--- config.mk ---
export PLATFORM = sky130hd
export DESIGN_NAME = tpu_apb_sequencer
export DESIGN_NICKNAME = d
export VERILOG_FILES = /design/src/rtl/tpu_apb_sequencer.sv
export SDC_FILE = /design/constraint.sdc
export NUM_CORES = 1
export LEC_CHECK = 0
export ABC_AREA = 1
export BUFFER_PORTS_ARGS = -buffer_cell sky130_fd_sc_hd__clkbuf_2
export CAP_MARGIN = 20
export CORE_AREA = 5 5 108 110
export CTS_CLUSTER_DIAMETER = 150
export CTS_CLUSTER_SIZE = 20
export DETAILED_ROUTE_END_ITERATION = 8
export DIE_AREA = 0 0 113 115
export GPL_TIMING_DRIVEN = 0
export MAX_ROUTING_LAYER = met4
export PLACE_DENSITY_LB_ADDON = 0.15
export SLEW_MARGIN = 15
export SYNTH_ARGS = -nofsm -noshare
export SYNTH_HDL_FRONTEND = slang
export SYNTH_SLANG_ARGS = --single-unit
--- constraint.sdc ---
create_clock -name clk -period 5.4 [get_ports clk]
set_input_delay 1.08 -clock clk [delete_from_list [all_inputs] [get_ports clk]]
set_output_delay 1.08 -clock clk [all_outputs]
set_load 0.03 [all_outputs]
--- src/rtl/tpu_apb_sequencer.sv ---
// APB master that runs write, read and poll-until-mask commands against the TPU register port.
// Define TPU_SEQ_TIMEOUT_EN to compile in the MAX_POLLS poll timeout (status 01).
module tpu_apb_sequencer #(
    parameter int unsigned REG_ADDRWIDTH = 8,
    parameter int unsigned REG_DATAWIDTH = 32,
    parameter int unsigned POLL_GAP      = 4,
    parameter int unsigned MAX_POLLS     = 1024
) (
    input  logic                     clk,
    input  logic                     reset,
    input  logic                     cmd_valid,
    output logic                     cmd_ready,
    input  logic [1:0]               cmd_kind,
    input  logic [REG_ADDRWIDTH-1:0] cmd_addr,
    input  logic [REG_DATAWIDTH-1:0] cmd_data,
    output logic                     resp_valid,
    input  logic                     resp_ready,
    output logic [1:0]               resp_status,
    output logic [REG_DATAWIDTH-1:0] resp_rdata,
    output logic                     busy,
    output logic [REG_ADDRWIDTH-1:0] PADDR,
    output logic                     PWRITE,
    output logic                     PSEL,
    output logic                     PENABLE,
    output logic [REG_DATAWIDTH-1:0] PWDATA,
    input  logic [REG_DATAWIDTH-1:0] PRDATA,
    input  logic                     PREADY
);

    localparam int unsigned GAP_W = (POLL_GAP > 1) ? $clog2(POLL_GAP) : 1;

    localparam logic [1:0] KIND_WRITE   = 2'b00;
    localparam logic [1:0] KIND_POLL    = 2'b10;
    localparam logic [1:0] KIND_RSVD    = 2'b11;
    localparam logic [1:0] STAT_OK      = 2'b00;
    localparam logic [1:0] STAT_ILLEGAL = 2'b10;

    // Zero-valued POLL_GAP or MAX_POLLS is not a supported configuration.
    if (POLL_GAP == 0 || MAX_POLLS == 0) begin : g_unsupported_config
    end

    typedef enum logic [2:0] {
        S_IDLE,
        S_SETUP,
        S_ACCESS,
        S_GAP,
        S_RESP
    } state_t;

    state_t                   state_q, state_d;
    logic [1:0]               kind_q, kind_d;
    logic [REG_ADDRWIDTH-1:0] addr_q, addr_d;
    logic [REG_DATAWIDTH-1:0] data_q, data_d;
    logic [GAP_W-1:0]         gap_cnt_q, gap_cnt_d;
    logic                     psel_q, psel_d;
    logic                     penable_q, penable_d;
    logic                     pwrite_q, pwrite_d;
    logic [REG_ADDRWIDTH-1:0] paddr_q, paddr_d;
    logic [REG_DATAWIDTH-1:0] pwdata_q, pwdata_d;
    logic                     resp_valid_q, resp_valid_d;
    logic [1:0]               resp_status_q, resp_status_d;
    logic [REG_DATAWIDTH-1:0] resp_rdata_q, resp_rdata_d;
    logic                     poll_hit;

`ifdef TPU_SEQ_TIMEOUT_EN
    localparam int unsigned CNT_W = $clog2(MAX_POLLS + 1);
    logic [CNT_W-1:0]         poll_cnt_q, poll_cnt_d;
`endif

    assign cmd_ready   = (state_q == S_IDLE) & ~reset;
    assign busy        = (state_q != S_IDLE);
    assign poll_hit    = (PRDATA & data_q) != '0;

    assign PSEL        = psel_q;
    assign PENABLE     = penable_q;
    assign PWRITE      = pwrite_q;
    assign PADDR       = paddr_q;
    assign PWDATA      = pwdata_q;
    assign resp_valid  = resp_valid_q;
    assign resp_status = resp_status_q;
    assign resp_rdata  = resp_rdata_q;

    always_comb begin
        state_d       = state_q;
        kind_d        = kind_q;
        addr_d        = addr_q;
        data_d        = data_q;
        gap_cnt_d     = gap_cnt_q;
        psel_d        = psel_q;
        penable_d     = penable_q;
        pwrite_d      = pwrite_q;
        paddr_d       = paddr_q;
        pwdata_d      = pwdata_q;
        resp_valid_d  = resp_valid_q;
        resp_status_d = resp_status_q;
        resp_rdata_d  = resp_rdata_q;
`ifdef TPU_SEQ_TIMEOUT_EN
        poll_cnt_d    = poll_cnt_q;
`endif

        case (state_q)
            S_IDLE: begin
                if (cmd_valid && cmd_ready) begin
                    kind_d       = cmd_kind;
                    addr_d       = cmd_addr;
                    data_d       = cmd_data;
                    resp_rdata_d = '0;
`ifdef TPU_SEQ_TIMEOUT_EN
                    poll_cnt_d   = '0;
`endif
                    if (cmd_kind == KIND_RSVD) begin
                        state_d       = S_RESP;
                        resp_valid_d  = 1'b1;
                        resp_status_d = STAT_ILLEGAL;
                    end else begin
                        state_d   = S_SETUP;
                        psel_d    = 1'b1;
                        penable_d = 1'b0;
                        paddr_d   = cmd_addr;
                        pwrite_d  = (cmd_kind == KIND_WRITE);
                        pwdata_d  = (cmd_kind == KIND_WRITE) ? cmd_data : '0;
                    end
                end
            end

            S_SETUP: begin
                state_d   = S_ACCESS;
                penable_d = 1'b1;
            end

            // Everything on the bus stays put until the slave completes; PSEL
            // is released on the way out whether we respond or go idle in GAP.
            S_ACCESS: begin
                if (PREADY) begin
                    psel_d    = 1'b0;
                    penable_d = 1'b0;
                    if (kind_q != KIND_WRITE) begin
                        resp_rdata_d = PRDATA;
                    end
                    if (kind_q != KIND_POLL || poll_hit) begin
                        state_d       = S_RESP;
                        resp_valid_d  = 1'b1;
                        resp_status_d = STAT_OK;
                    end else begin
`ifdef TPU_SEQ_TIMEOUT_EN
                        poll_cnt_d = poll_cnt_q + CNT_W'(1);
                        if (poll_cnt_q == CNT_W'(MAX_POLLS - 1)) begin
                            state_d       = S_RESP;
                            resp_valid_d  = 1'b1;
                            resp_status_d = 2'b01;
                        end else begin
                            state_d   = S_GAP;
                            gap_cnt_d = '0;
                        end
`else
                        state_d   = S_GAP;
                        gap_cnt_d = '0;
`endif
                    end
                end
            end

            S_GAP: begin
                if (gap_cnt_q == GAP_W'(POLL_GAP - 1)) begin
                    state_d   = S_SETUP;
                    psel_d    = 1'b1;
                    penable_d = 1'b0;
                    paddr_d   = addr_q;
                    pwrite_d  = 1'b0;
                    pwdata_d  = '0;
                end else begin
                    gap_cnt_d = gap_cnt_q + GAP_W'(1);
                end
            end

            S_RESP: begin
                if (resp_ready) begin
                    state_d      = S_IDLE;
                    resp_valid_d = 1'b0;
                end
            end

            default: state_d = S_IDLE;
        endcase
    end

    always_ff @(posedge clk or posedge reset) begin
        if (reset) begin
            state_q       <= S_IDLE;
            kind_q        <= '0;
            addr_q        <= '0;
            data_q        <= '0;
            gap_cnt_q     <= '0;
            psel_q        <= 1'b0;
            penable_q     <= 1'b0;
            pwrite_q      <= 1'b0;
            paddr_q       <= '0;
            pwdata_q      <= '0;
            resp_valid_q  <= 1'b0;
            resp_status_q <= '0;
            resp_rdata_q  <= '0;
`ifdef TPU_SEQ_TIMEOUT_EN
            poll_cnt_q    <= '0;
`endif
        end else begin
            state_q       <= state_d;
            kind_q        <= kind_d;
            addr_q        <= addr_d;
            data_q        <= data_d;
            gap_cnt_q     <= gap_cnt_d;
            psel_q        <= psel_d;
            penable_q     <= penable_d;
            pwrite_q      <= pwrite_d;
            paddr_q       <= paddr_d;
            pwdata_q      <= pwdata_d;
            resp_valid_q  <= resp_valid_d;
            resp_status_q <= resp_status_d;
            resp_rdata_q  <= resp_rdata_d;
`ifdef TPU_SEQ_TIMEOUT_EN
            poll_cnt_q    <= poll_cnt_d;
`endif
        end
    end

endmodule
# Word level (Yosys, flattened, before mapping)

Index checks and enable logic that the tools add are counted.

Add/sub/neg operators: 1
Equal/unequal tests: 17
Muxes and demuxes: 47
Bitwise gates (word level): 3
Reduce and logical (&&, ||, !) cells: 22

Operators with widths:

| cell                                                                   | number |
|---|---|
| 32-bit two-way mux                                                     | 7 |
| 32-bit one-hot mux with 2 select lines                                 | 2 |
| 32-bit bitwise AND                                                     | 1 |
| 32-bit nonzero test                                                    | 1 |
| 8-bit two-way mux                                                      | 3 |
| 3-bit two-way mux                                                      | 6 |
| 2-bit != test (second input constant)                                  | 9 |
| 8-bit one-hot mux with 2 select lines                                  | 1 |
| 4-bit AND reduction                                                    | 4 |
| 3-bit one-hot mux with 5 select lines                                  | 1 |
| 5-bit AND reduction                                                    | 3 |
| 1-bit two-way mux                                                      | 14 |
| 2-bit two-way mux                                                      | 7 |
| 3-bit nonzero test                                                     | 3 |
| 2-bit one-hot mux with 2 select lines                                  | 2 |
| 2-bit nonzero test                                                     | 4 |
| 3-bit by 2-bit equality test with 1-bit output (second input constant) | 2 |
| 1-bit one-hot mux with 3 select lines                                  | 2 |
| 6-bit AND reduction                                                    | 1 |
| 2-bit equality test (second input constant)                            | 2 |
| 2-bit by 1-bit != test with 1-bit output (second input constant)       | 2 |
| 1-bit one-hot mux with 4 select lines                                  | 1 |
| 4-bit nonzero test                                                     | 1 |
| 3-bit by 1-bit equality test with 1-bit output (second input constant) | 1 |
| 10 further kinds                                                       | 10 |

Flip-flop bits (word level): 125
Input bits: 79
Output and inout bits: 80
Word-level logic and storage cells: 103

# Depth between registers and ports, before layout

Word-level depth: 6
Mapped depth: 10
Depth with buffers taken out: 10

# Least setup slack after synthesis

No wires, ideal clock.

Kind: input port to output port
Start point: input port reset
End point: output port cmd_ready
Arrival time: 1.493 ns
Required time: 4.320 ns
Slack: 2.827 ns
Stages on the path: 1
Path buffers: 0
Path through: nor2_1

Cells in the longest elaborated chain, start to end: 2

Ends and longest elaborated chain:

| element           | line | text |
|---|---|---|
| from (decl)       | 10   | `input logic reset,` |
| 1-bit NOT         | 70   | `assign cmd_ready = (state_q == S_IDLE) & ~reset;` |
| 1-bit bitwise AND | 70   |  |
| to (decl)         | 12   | `output logic cmd_ready,` |

No other way between the ends.

# Final worst setup path

Start point: register state_q[0]
End point: output port cmd_ready

Cells in the longest elaborated chain, start to end: 2

Ends and longest elaborated chain:

| element                | line | text |
|---|---|---|
| from (decl)            | 50   | `state_t state_q, state_d;` |
| from (signal assigned) | 206  | `state_q <= state_d;` |
| 3-bit logical NOT      | 70   |  |
| 1-bit bitwise AND      | 70   |  |

No other way between the ends.

==> results.txt <==
DR WL/cell = 14.56 µm
Final Cell Area = 6778 µm²
Critical Path Sink Type = primary output
Clk pwr share = 0.240
DP Wirelength = 10170 µm
Port buffer count = 157
Die Ht = 115 µm
Register area share after synthesis = 0.5888
ANT cells = 0
Core area = 10600 µm²
Post-route DRC = 0
Area Overhead vs Synth = 28.61%
CP Launch Type = flip-flop
Int Pwr = 2.422 mW
Final setup violating endpoints = 0
Critical path class = flip-flop to primary output
Nets = 861
Largest net degree at the start of global routing = 81
Dpl cell area = 6264 µm²
Leak = 3.523 nW
Tcrit/Tclk final = 0.4963
Final WS setup = 2.720 ns
Inserted Clock Buffers = 17
Clock Skews = 0.01215 ns
Worst Path Max Fanout = 6
Clk slew on worst S/H paths = 0.06 ns
Total gr overflow = 0
ANT nets after route = 0
DR pass1 iterations = 4
Place WS = 2.763 ns
Data arrival, critical path = 1.60 ns
DR vias = 4567
FF+latch count, synth = 124
Post-CTS Setup Bufs = 0
Switching Power = 1.689 mW
# rows = 38
Routed WL = 13530 µm
Worst hold path class = flip-flop to flip-flop
Async SR Flop Fraction = 1.000
Commonest non-fill, non-tap cell in the layout = nand2_1
CTS-repair resized insts = 0
Pwr Density = 606.5 nW/µm²
Cell Area, Synth = 5270 µm²
CTS tree = done
GPL Wtd Cong = 0.8564
Initial antenna violation count = 0
Switching share of power = 0.4109
Top_reg_cell synth = dfrtp_1
Gate power share = 0.392
Max-Cap Viols = 0
Min Tclk post-route = 2.680 ns
1st-iter DRT viols = 188
Initial Utilization = 0.4970
Fmax = 373.1 MHz
Hold buffers post-CTS = 0
Commonest cells after routing, fill and taps aside = nand2_1 (222), clkbuf_2 (157), dfrtp_1 (124)
Clock buffer depth = 2
H-tree levels = 4
WP data required = 4.32 ns
CTS root buf = clkbuf_8
Finished Core Util = 0.6392
Vias in the first global route = 4613
Final Hold Vio Count = 0
Clock Sinks = 124
Die area = 13000 µm²
Peak supply drop = 303.4 µV
Seq pwr share = 0.369
Syn Inst Count = 604
Cell variety after synth = 29
I/O pin cnt = 159
Mean post-synth cell area = 8.725 µm²
Post-synth EDFFs = 0
Final Slew Violations = 0
Vias per cell = 4.916
Layout cell share with drive strength beyond 1 = 0.2776
Worst-Skew Late Latency = 0.52 ns
First-pass GRT wire length = 22280 µm
GRT Total Usage = 0.2245
Die width = 113 µm
Unrepaired setup endpoints after global routing = false
Outcome = completed
Synth warn = 0
Post-Syn Nets = 684
## Yosys cell counts, types with 3 or more instances
| cell type | n | area, µm² |
|---|---|---|
| o21ai_1 | 55 | 275.3 |
| clkbuf_1 | 6 | 22.52 |
| o21a_1 | 33 | 247.7 |
| nor3_1 | 3 | 15.01 |
| nand3_1 | 9 | 45.04 |
| inv_2 | 4 | 15.01 |
| nor2_1 | 15 | 56.30 |
| nand2_1 | 222 | 833.3 |
| buf_2 | 22 | 110.1 |
| o21ai_0 | 38 | 190.2 |
| dfrtp_1 | 124 | 3103 |
| inv_1 | 50 | 187.7 |
| nand4_1 | 7 | 43.79 |
## through the flow
step	setup TNS (ns)	power, mW	hold slack [ns]	instances
CTS	0	4.158	0.4831	929
global placement	-51.38	3.105	0.4584	901
floorplan	0	2.633	0.4459	604
detailed placement	0	3.156	0.4696	902
global route	0	4.382	0.4972	929
finish	0	4.111	0.4793	929
## worst max-delay path: stages, from the launching register on
cell and delay [ns]:
dfrtp_1 0.44, nor2_2 0.19, nand2_2 0.13, nor2_1 0.11
clkbuf_2 0.21
## kinds of logic (layout without fill, tap and decap cells)
logic type                 count (synthesis)  count (layout)  share of synthesized area
and+or+nand+nor                          264             264                     0.2006
AOI/OAI and AO/OA                        130             130                     0.1417
buffers and inverters                     84             269                    0.06576
DFF                                      124             124                     0.5888
other                                      1               1                  0.0007116
adders and majority gates                  1               1                   0.002374
## cell type report
cell class                 count  area (µm²)
timing repair buffer         158       813.3
sequential                   124        3103
buffer                        29       140.1
fill                         944        3825
multi-input combinational    396        1821
clock inverter                 2       10.01
clock buffer                  25       504.2
tap                          140       175.2
inverter                      55       211.5
## sequential cells by signal (all words and copies together) (netlist names), 2 cells and up
register,flops
PWDATA,32
data_q,32
resp_rdata,32
PADDR,8
addr_q,8
state_q,3
gap_cnt_q,2
kind_q,2
## final timing paths
check / startpoint / to / slack [ns] / cells past startpoint
min in group asynchronous: reset / addr_q[1] / 0.62 / 2
min: PWRITE / PWRITE / 0.48 / 2
max reg2reg: state_q[2] / resp_rdata[25] / 3.57 / 8
max in group asynchronous: reset / resp_rdata[15] / 4.06 / 3
min reg2reg: PWRITE / PWRITE / 0.48 / 2
max: state_q[0] / cmd_ready / 2.72 / 4
## layer usage
metal  global-route usage  up-vias  wire length (µm)
met5                    -        -                 0
li1                     -     2282                 -
met4              0.08093        0               246
met3              0.05000       20               739
met1               0.2817     2145              5988
met2               0.3610      120              6552
## power groups by stage
stage | registers [mW] | clock network [mW] | logic, mW
floorplan | 1.91 | 0 | 0.724
global placement | 1.51 | 0 | 1.59
detailed placement | 1.53 | 0 | 1.63
CTS | 1.52 | 1.01 | 1.63
global route | 1.56 | 1.04 | 1.78
finish | 1.52 | 0.985 | 1.61
Power figures use the tool's default switching activity.
